$ cat src/rtl/sd_audio_stream_ctrl_pkg.sv
// Shared definitions for the SD-card audio streaming controller:
// FSM state encoding, SD block size and address helpers.
package sd_audio_stream_ctrl_pkg;

   localparam int SD_BLOCK_BYTES = 512;

   typedef enum logic [2:0] {
      ST_IDLE,
      ST_WAIT,
      ST_ISSUE,
      ST_RECV,
      ST_NEXT,
      ST_DRAIN,
      ST_FLUSH
   } state_t;

   // Round a byte address down to the start of its SD block.
   function automatic logic [31:0] block_align(input logic [31:0] adr, input int bytes);
      return adr & ~32'(bytes - 1);
   endfunction

endpackage

$ cat src/rtl/sd_audio_stream_ctrl_rise_detect.sv
// Two-flop rising-edge detector; evt is high for one cycle per low-to-high
// transition of d, so a level held high produces a single event.
module rise_detect (
   input  logic clk,
   input  logic reset_n,
   input  logic d,
   output logic evt
);

   logic cur;
   logic last;

   always_ff @(posedge clk or negedge reset_n) begin
      if (!reset_n) begin
         cur  <= 1'b0;
         last <= 1'b0;
      end else begin
         cur  <= d;
         last <= cur;
      end
   end

   assign evt = cur & ~last;

endmodule

$ cat src/rtl/sd_audio_stream_ctrl.sv
// Streams a clip [start_adr, stop_adr) from the SD card into the sample FIFO
// one block at a time, and paces FIFO reads at the sample tick rate.
module sd_audio_stream_ctrl
   import sd_audio_stream_ctrl_pkg::*;
#(
   parameter int BLOCK_BYTES = SD_BLOCK_BYTES,
   parameter int FIFO_DEPTH  = 8192,
   parameter int COUNT_W     = 14,
   parameter int UNDER_W     = 16
) (
   input  logic               clk,
   input  logic               reset_n,
   input  logic               start,
   input  logic               abort,
   input  logic [31:0]        start_adr,
   input  logic [31:0]        stop_adr,
   input  logic               sample_clk,
   input  logic               sd_ready,
   input  logic               sd_byte_avail,
   output logic               sd_rd,
   output logic [31:0]        sd_adr,
   input  logic [COUNT_W-1:0] fifo_count,
   input  logic               fifo_full,
   input  logic               fifo_empty,
   output logic               fifo_wr_en,
   output logic               fifo_rd_en,
   output logic               playing,
   output logic               pwm_en,
   output logic               done,
   output logic               overflow,
   output logic [UNDER_W-1:0] underrun_count
);

   localparam int BC_W = $clog2(BLOCK_BYTES + 1);
   localparam logic [COUNT_W-1:0] ROOM_MAX = COUNT_W'(FIFO_DEPTH - BLOCK_BYTES);

   state_t          state;
   logic [31:0]     stop_r;
   logic [BC_W-1:0] byte_cnt;
   logic            byte_evt;
   logic            tick_evt;
   logic [31:0]     start_blk;
   logic [31:0]     adr_next;
   logic            byte_last;
   logic            room;
   logic            pacing;

   rise_detect u_byte_rise (
      .clk     (clk),
      .reset_n (reset_n),
      .d       (sd_byte_avail),
      .evt     (byte_evt)
   );

   rise_detect u_tick_rise (
      .clk     (clk),
      .reset_n (reset_n),
      .d       (sample_clk),
      .evt     (tick_evt)
   );

   assign start_blk = block_align(start_adr, BLOCK_BYTES);
   assign adr_next  = sd_adr + 32'(BLOCK_BYTES);
   assign byte_last = (byte_cnt == BC_W'(BLOCK_BYTES - 1));
   assign room      = (fifo_count <= ROOM_MAX);
   assign pacing    = (state != ST_IDLE) && (state != ST_FLUSH);
   assign pwm_en    = playing;

   always_ff @(posedge clk or negedge reset_n) begin
      if (!reset_n) begin
         state      <= ST_IDLE;
         sd_rd      <= 1'b0;
         sd_adr     <= '0;
         stop_r     <= '0;
         byte_cnt   <= '0;
         fifo_wr_en <= 1'b0;
         done       <= 1'b0;
         playing    <= 1'b0;
         overflow   <= 1'b0;
      end else begin
         fifo_wr_en <= 1'b0;
         done       <= 1'b0;
         case (state)
            ST_IDLE: begin
               if (start && !abort) begin
                  sd_adr   <= start_blk;
                  stop_r   <= stop_adr;
                  byte_cnt <= '0;
                  if (stop_adr <= start_blk) begin
                     done <= 1'b1;
                  end else begin
                     playing  <= 1'b1;
                     overflow <= 1'b0;
                     state    <= ST_WAIT;
                  end
               end
            end
            ST_WAIT: begin
               if (abort) begin
                  playing <= 1'b0;
                  state   <= ST_IDLE;
               end else if (sd_ready && room) begin
                  sd_rd <= 1'b1;
                  state <= ST_ISSUE;
               end
            end
            ST_ISSUE: begin
               if (!sd_ready) sd_rd <= 1'b0;
               if (abort)          state <= ST_FLUSH;
               else if (!sd_ready) state <= ST_RECV;
            end
            ST_RECV: begin
               if (byte_evt) begin
                  byte_cnt <= byte_cnt + 1'b1;
                  if (!abort) begin
                     if (fifo_full) overflow   <= 1'b1;
                     else           fifo_wr_en <= 1'b1;
                  end
               end
               // An abort landing on the final byte has nothing left to flush.
               if (byte_evt && byte_last) begin
                  if (abort) begin
                     byte_cnt <= '0;
                     playing  <= 1'b0;
                     state    <= ST_IDLE;
                  end else begin
                     state <= ST_NEXT;
                  end
               end else if (abort) begin
                  state <= ST_FLUSH;
               end
            end
            ST_NEXT: begin
               byte_cnt <= '0;
               sd_adr   <= adr_next;
               if (abort) begin
                  playing <= 1'b0;
                  state   <= ST_IDLE;
               end else if (adr_next >= stop_r) begin
                  state <= ST_DRAIN;
               end else begin
                  state <= ST_WAIT;
               end
            end
            ST_DRAIN: begin
               if (abort) begin
                  playing <= 1'b0;
                  state   <= ST_IDLE;
               end else if (fifo_empty) begin
                  done    <= 1'b1;
                  playing <= 1'b0;
                  state   <= ST_IDLE;
               end
            end
            ST_FLUSH: begin
               // A read aborted before its acknowledge is still outstanding.
               if (sd_rd && !sd_ready) sd_rd <= 1'b0;
               if (byte_evt) begin
                  byte_cnt <= byte_cnt + 1'b1;
                  if (byte_last) begin
                     byte_cnt <= '0;
                     playing  <= 1'b0;
                     state    <= ST_IDLE;
                  end
               end
            end
            default: state <= ST_IDLE;
         endcase
      end
   end

   // Sample pacing: one FIFO read per tick; ticks that find the FIFO empty
   // while still loading are counted as underruns.
   always_ff @(posedge clk or negedge reset_n) begin
      if (!reset_n) begin
         fifo_rd_en     <= 1'b0;
         underrun_count <= '0;
      end else begin
         fifo_rd_en <= 1'b0;
         if (pacing && tick_evt) begin
            if (!fifo_empty) begin
               fifo_rd_en <= 1'b1;
            end else if (state != ST_DRAIN && underrun_count != '1) begin
               underrun_count <= underrun_count + 1'b1;
            end
         end
      end
   end

endmodule
$ cat config.mk
export PLATFORM = sky130hd
export DESIGN_NAME = sd_audio_stream_ctrl
export DESIGN_NICKNAME = d
export VERILOG_FILES = /design/src/rtl/sd_audio_stream_ctrl_pkg.sv /design/src/rtl/sd_audio_stream_ctrl_rise_detect.sv /design/src/rtl/sd_audio_stream_ctrl.sv
export SDC_FILE = /design/constraint.sdc
export NUM_CORES = 1
export LEC_CHECK = 0
export CAP_MARGIN = 40
export CORE_UTILIZATION = 46
export CTS_CLUSTER_SIZE = 12
export DETAILED_ROUTE_END_ITERATION = 8
export PLACE_DENSITY_LB_ADDON = 0.15
export SYNTH_ARGS = -nofsm -noshare
export SYNTH_HDL_FRONTEND = slang
export SYNTH_SLANG_ARGS = --single-unit
$ cat constraint.sdc
create_clock -name clk -period 3.6 [get_ports clk]
set_clock_uncertainty 0.15 [all_clocks]
set_input_delay 0.72 -clock clk [delete_from_list [all_inputs] [get_ports clk]]
set_output_delay 0.72 -clock clk [all_outputs]
set_load 0.01 [all_outputs]
==> results.sh, run 1 <==
export IMPL_path_clk_slew_ns=0.07
export IMPL_dr_total_vias=5430
export IMPL_grt_pass1_wl_mm=24.9
export IMPL_dpl_cell_count=972
export IMPL_cts_root_buf="clkbuf_16"
export IMPL_cts_htree_levels=3
export IMPL_cts_tree="done"
export IMPL_crit_type="reg2reg"
export IMPL_hold_buffers=0
export IMPL_grt_util_all_layers_pct=23.9
export IMPL_grt_max_degree=75
export IMPL_die_y_um=116
export IMPL_io_pins=142
export IMPL_hpwl_mm=11.5
export IMPL_rsz0062_at_grt="no"
export IMPL_avgViaCountPerCell=5.49
export IMPL_grt_pass1_vias=5177
export IMPL_relSlewSlack_pct=58.3
export IMPL_fin_crit_sh_pct=94.3
export IMPL_cts_sinks=94
export IMPL_layout_nets=948
export IMPL_synth_seq_cells=94
export IMPL_finalSetupViolCount=0
export IMPL_syn_area_mm2=0.00600
export IMPL_drv_slew=0
export IMPL_hold_path_class="in2async"
export IMPL_synth_flop_cell="dfrtp_1"
export IMPL_critPathMaxFanout=6
export IMPL_die_w_um=116
export IMPL_critPathSlowestCell="dfrtp_1"
export IMPL_ys_warn_count=0
export IMPL_fin_cells=989
export IMPL_post_route_util_pct=61.2
export IMPL_drv_cap=0
export IMPL_leakage_nw=3.59
export IMPL_antenna_found_initial=0
export IMPL_wl_met3_um=592
export IMPL_fp_row_count=41
export IMPL_coreArea_mm2=0.0127
export IMPL_clock_latency_ns=0.36
export IMPL_wl_mm=15.3
export IMPL_cts_buffers=9
export IMPL_dieArea_mm2=0.0135
export IMPL_synth_cell_type_count=68
export IMPL_start_util_pct=47.3
export IMPL_powerDensity_mw_per_mm2=632
export IMPL_gp_congestion=0.874
export IMPL_cp_end_kind="flop"
export IMPL_timing_fmax_mhz=295
export IMPL_area_delta_synth_final_pct=29.3
export IMPL_slowest_delay_ns=0.41
export IMPL_wl_met1_mm=7.15
export IMPL_cp_start_kind="flop"
export IMPL_route_met2_wl_mm=7.25
export IMPL_path_cells="ha_1 > and3_1 > and3_2 > and3_1 > xor2_1 > ha_1 > a21o_1 > a21o_1 > a211o_1 > a211o_1 > a21oi_2 > o31ai_1 > mux2_2"
export IMPL_ant_nets=0
export IMPL_firstDrtPassIters=5
export IMPL_ir_drop_v=0.000280
export IMPL_syn_inst=682
export IMPL_ys_seq_area_share_pct=39.2
export IMPL_final_hold_viol_count=0
export IMPL_worst_pin_slew_ns=0.620
export IMPL_drc=0
export IMPL_status="finished, final reports clean"
export IMPL_top_layer="met4"
export IMPL_avgSynthCellArea_um2=8.80
export IMPL_final_setup_tns_ns=0
export IMPL_period_needed_ns=3.39
export IMPL_clk_path_buf_depth=2
export IMPL_detail_route_iter0_violations=302
export IMPL_grt_overflow_total=0
export IMPL_required_ns=3.69
export IMPL_port_buffers=123
export IMPL_critPathArrivalTime_ns=3.48
export IMPL_n_antenna_cell=0
export IMPL_wire_per_inst_um=15.4
export IMPL_synth_edf_count=0
export IMPL_synth_async_reset_ratio_pct=100
export IMPL_drive_gt1_share_pct=7.47
-- worst paths after layout --
path / to / start / cells after the start / slack, ns
max in group asynchronous: sd_rd$_DFFE_PN0P_ / reset_n / 2 / 2.32
min in group clk: u_tick_rise.last$_DFF_PN0_ / u_tick_rise.cur$_DFF_PN0_ / 0 / 0.25
worst max register to register: state[2]$_DFFE_PN0P_ / sd_adr[10]$_DFFE_PN0P_ / 13 / 0.21
worst max-delay path: state[2]$_DFFE_PN0P_ / sd_adr[10]$_DFFE_PN0P_ / 13 / 0.21
worst min register to register: u_tick_rise.last$_DFF_PN0_ / u_tick_rise.cur$_DFF_PN0_ / 0 / 0.25
worst min-delay path: stop_r[11]$_DFFE_PN0P_ / reset_n / 1 / 0.20
-- metal layers --
metal / vias up / track usage [%]
li1: 2653 / -
met1: 2633 / 32.4
met2: 123 / 39.2
met3: 21 / 2.91
met4: 0 / 9.15
met5: - / 0
-- report_power, final --
part / total [mW] / internal, mW / switching, mW
Clock: 0.927 / 0.492 / 0.434
Sequential: 1.74 / 1.40 / 0.340
Combinational: 2.23 / 1.08 / 1.15
Total: 4.90 / 2.98 / 1.92
-- logic make-up after synthesis --
logic type      share of synthesized area (%)
xor+xnor                                 5.40
compound gates                           16.1
flops                                    39.2
fa+ha+maj                                10.2
buf+inv                                  6.70
simple gates                             21.6
mux                                     0.730
other cells                            0.0625
-- sequential cells by signal (all words and copies together) (netlist names) --
signal,cells
done,1
fifo_wr_en,1
stop_r,32
byte_cnt,10
sd_adr,23
underrun_count,16
playing,1
overflow,1
u_tick_rise.last,1
u_byte_rise.last,1
state,3
sd_rd,1
u_byte_rise.cur,1
fifo_rd_en,1
u_tick_rise.cur,1
-- cells in the mapped netlist, types with 2 or more instances --
master	instances	share of area (%)
and4_1	4	0.58
nor4_1	10	1.0
a31oi_1	4	0.42
nor2_1	29	1.8
a41oi_1	2	0.29
and2_2	2	0.25
buf_2	6	0.50
o31ai_1	2	0.25
a21oi_1	36	3.0
nor2b_1	4	0.42
clkbuf_1	10	0.63
buf_1	3	0.19
a21o_1	3	0.38
xnor2_1	18	2.6
a22oi_1	7	0.88
a221o_1	8	1.3
nand3b_1	4	0.50
nand3_1	21	1.8
o21ai_0	65	5.4
and2_1	2	0.21
and3_1	21	2.2
nand3_2	2	0.33
xor2_1	19	2.8
a211o_1	3	0.44
o211ai_1	2	0.25
nor3_1	14	1.2
buf_4	13	1.6
nand2_1	99	6.2
nor3b_1	6	0.75
nand2b_1	3	0.31
o21ai_1	3	0.25
o21a_1	2	0.25
nand4_1	16	1.7
dfrtp_1	94	39
mux2_2	3	0.56
nor4b_1	3	0.44
a222oi_1	2	0.33
ha_1	49	10
inv_1	57	3.6
o221ai_1	2	0.29
o311ai_0	2	0.29
-- critical path, delay by kind of cell, from the launching register on --
| family | cells | cell delay (ns) |
|---|---|---|
| xor+xnor | 1 | 0.15 |
| mux | 1 | 0.27 |
| flops | 1 | 0.41 |
| fa+ha+maj | 2 | 0.49 |
| compound gates | 6 | 1.15 |
| simple gates | 3 | 0.64 |
-- repair_timing --
action,in CTS,in global routing
pin swaps,0,2
endpoints found under the setup margin,1,1
buffers inserted,0,1
gates cloned,0,0
gates resized for setup,1,8
-- metrics by stage --
step / setup slack [ns] / total power, mW / hold slack, ns / instance area (µm²)
after global routing: 0.00721 / 5.30 / 0.255 / 7750
after detailed placement: 0.0338 / 3.96 / 0.236 / 7450
final: 0.205 / 4.90 / 0.204 / 7750
after floorplan: 0.208 / 3.10 / 0.209 / 6030
after global placement: 0.0173 / 3.88 / 0.225 / 7450
after CTS: 0.0572 / 4.90 / 0.226 / 7730
-- final cells by class --
class | count | area [µm²]
repair buffers | 144 | 1400
well taps | 172 | 215
clock inverters | 6 | 43.8
inverters | 57 | 214
fillers | 1146 | 4920
multi-input cells | 506 | 3290
flip-flops and latches | 94 | 2350
clock buffers | 10 | 239
-- layout by cell type (no fill, tap or decap), drive strengths merged, types with 11 or more instances in the layout --
cell / instances
o21ai: 68
buf: 22
nor3: 14
nor4: 11
nand3: 23
ha: 49
xor2: 19
xnor2: 18
nand2: 99
a21oi: 36
clkdlybuf4s50: 122
inv: 60
and3: 21
nor2: 29
nand4: 17
dfrtp: 94
Power figures use the tool's default switching activity.
==> run 2: changes to the inputs <==
--- a/config.mk
+++ b/config.mk
@@ -7,7 +7,7 @@
 export LEC_CHECK = 0
 export CAP_MARGIN = 40
 export CORE_UTILIZATION = 46
-export CTS_CLUSTER_SIZE = 12
+export CTS_CLUSTER_SIZE = 16
 export DETAILED_ROUTE_END_ITERATION = 8
 export PLACE_DENSITY_LB_ADDON = 0.15
 export SYNTH_ARGS = -nofsm -noshare
==> results of run 2 <==
Same layout as run 1: the final DEF is identical, and so are final timing and power.
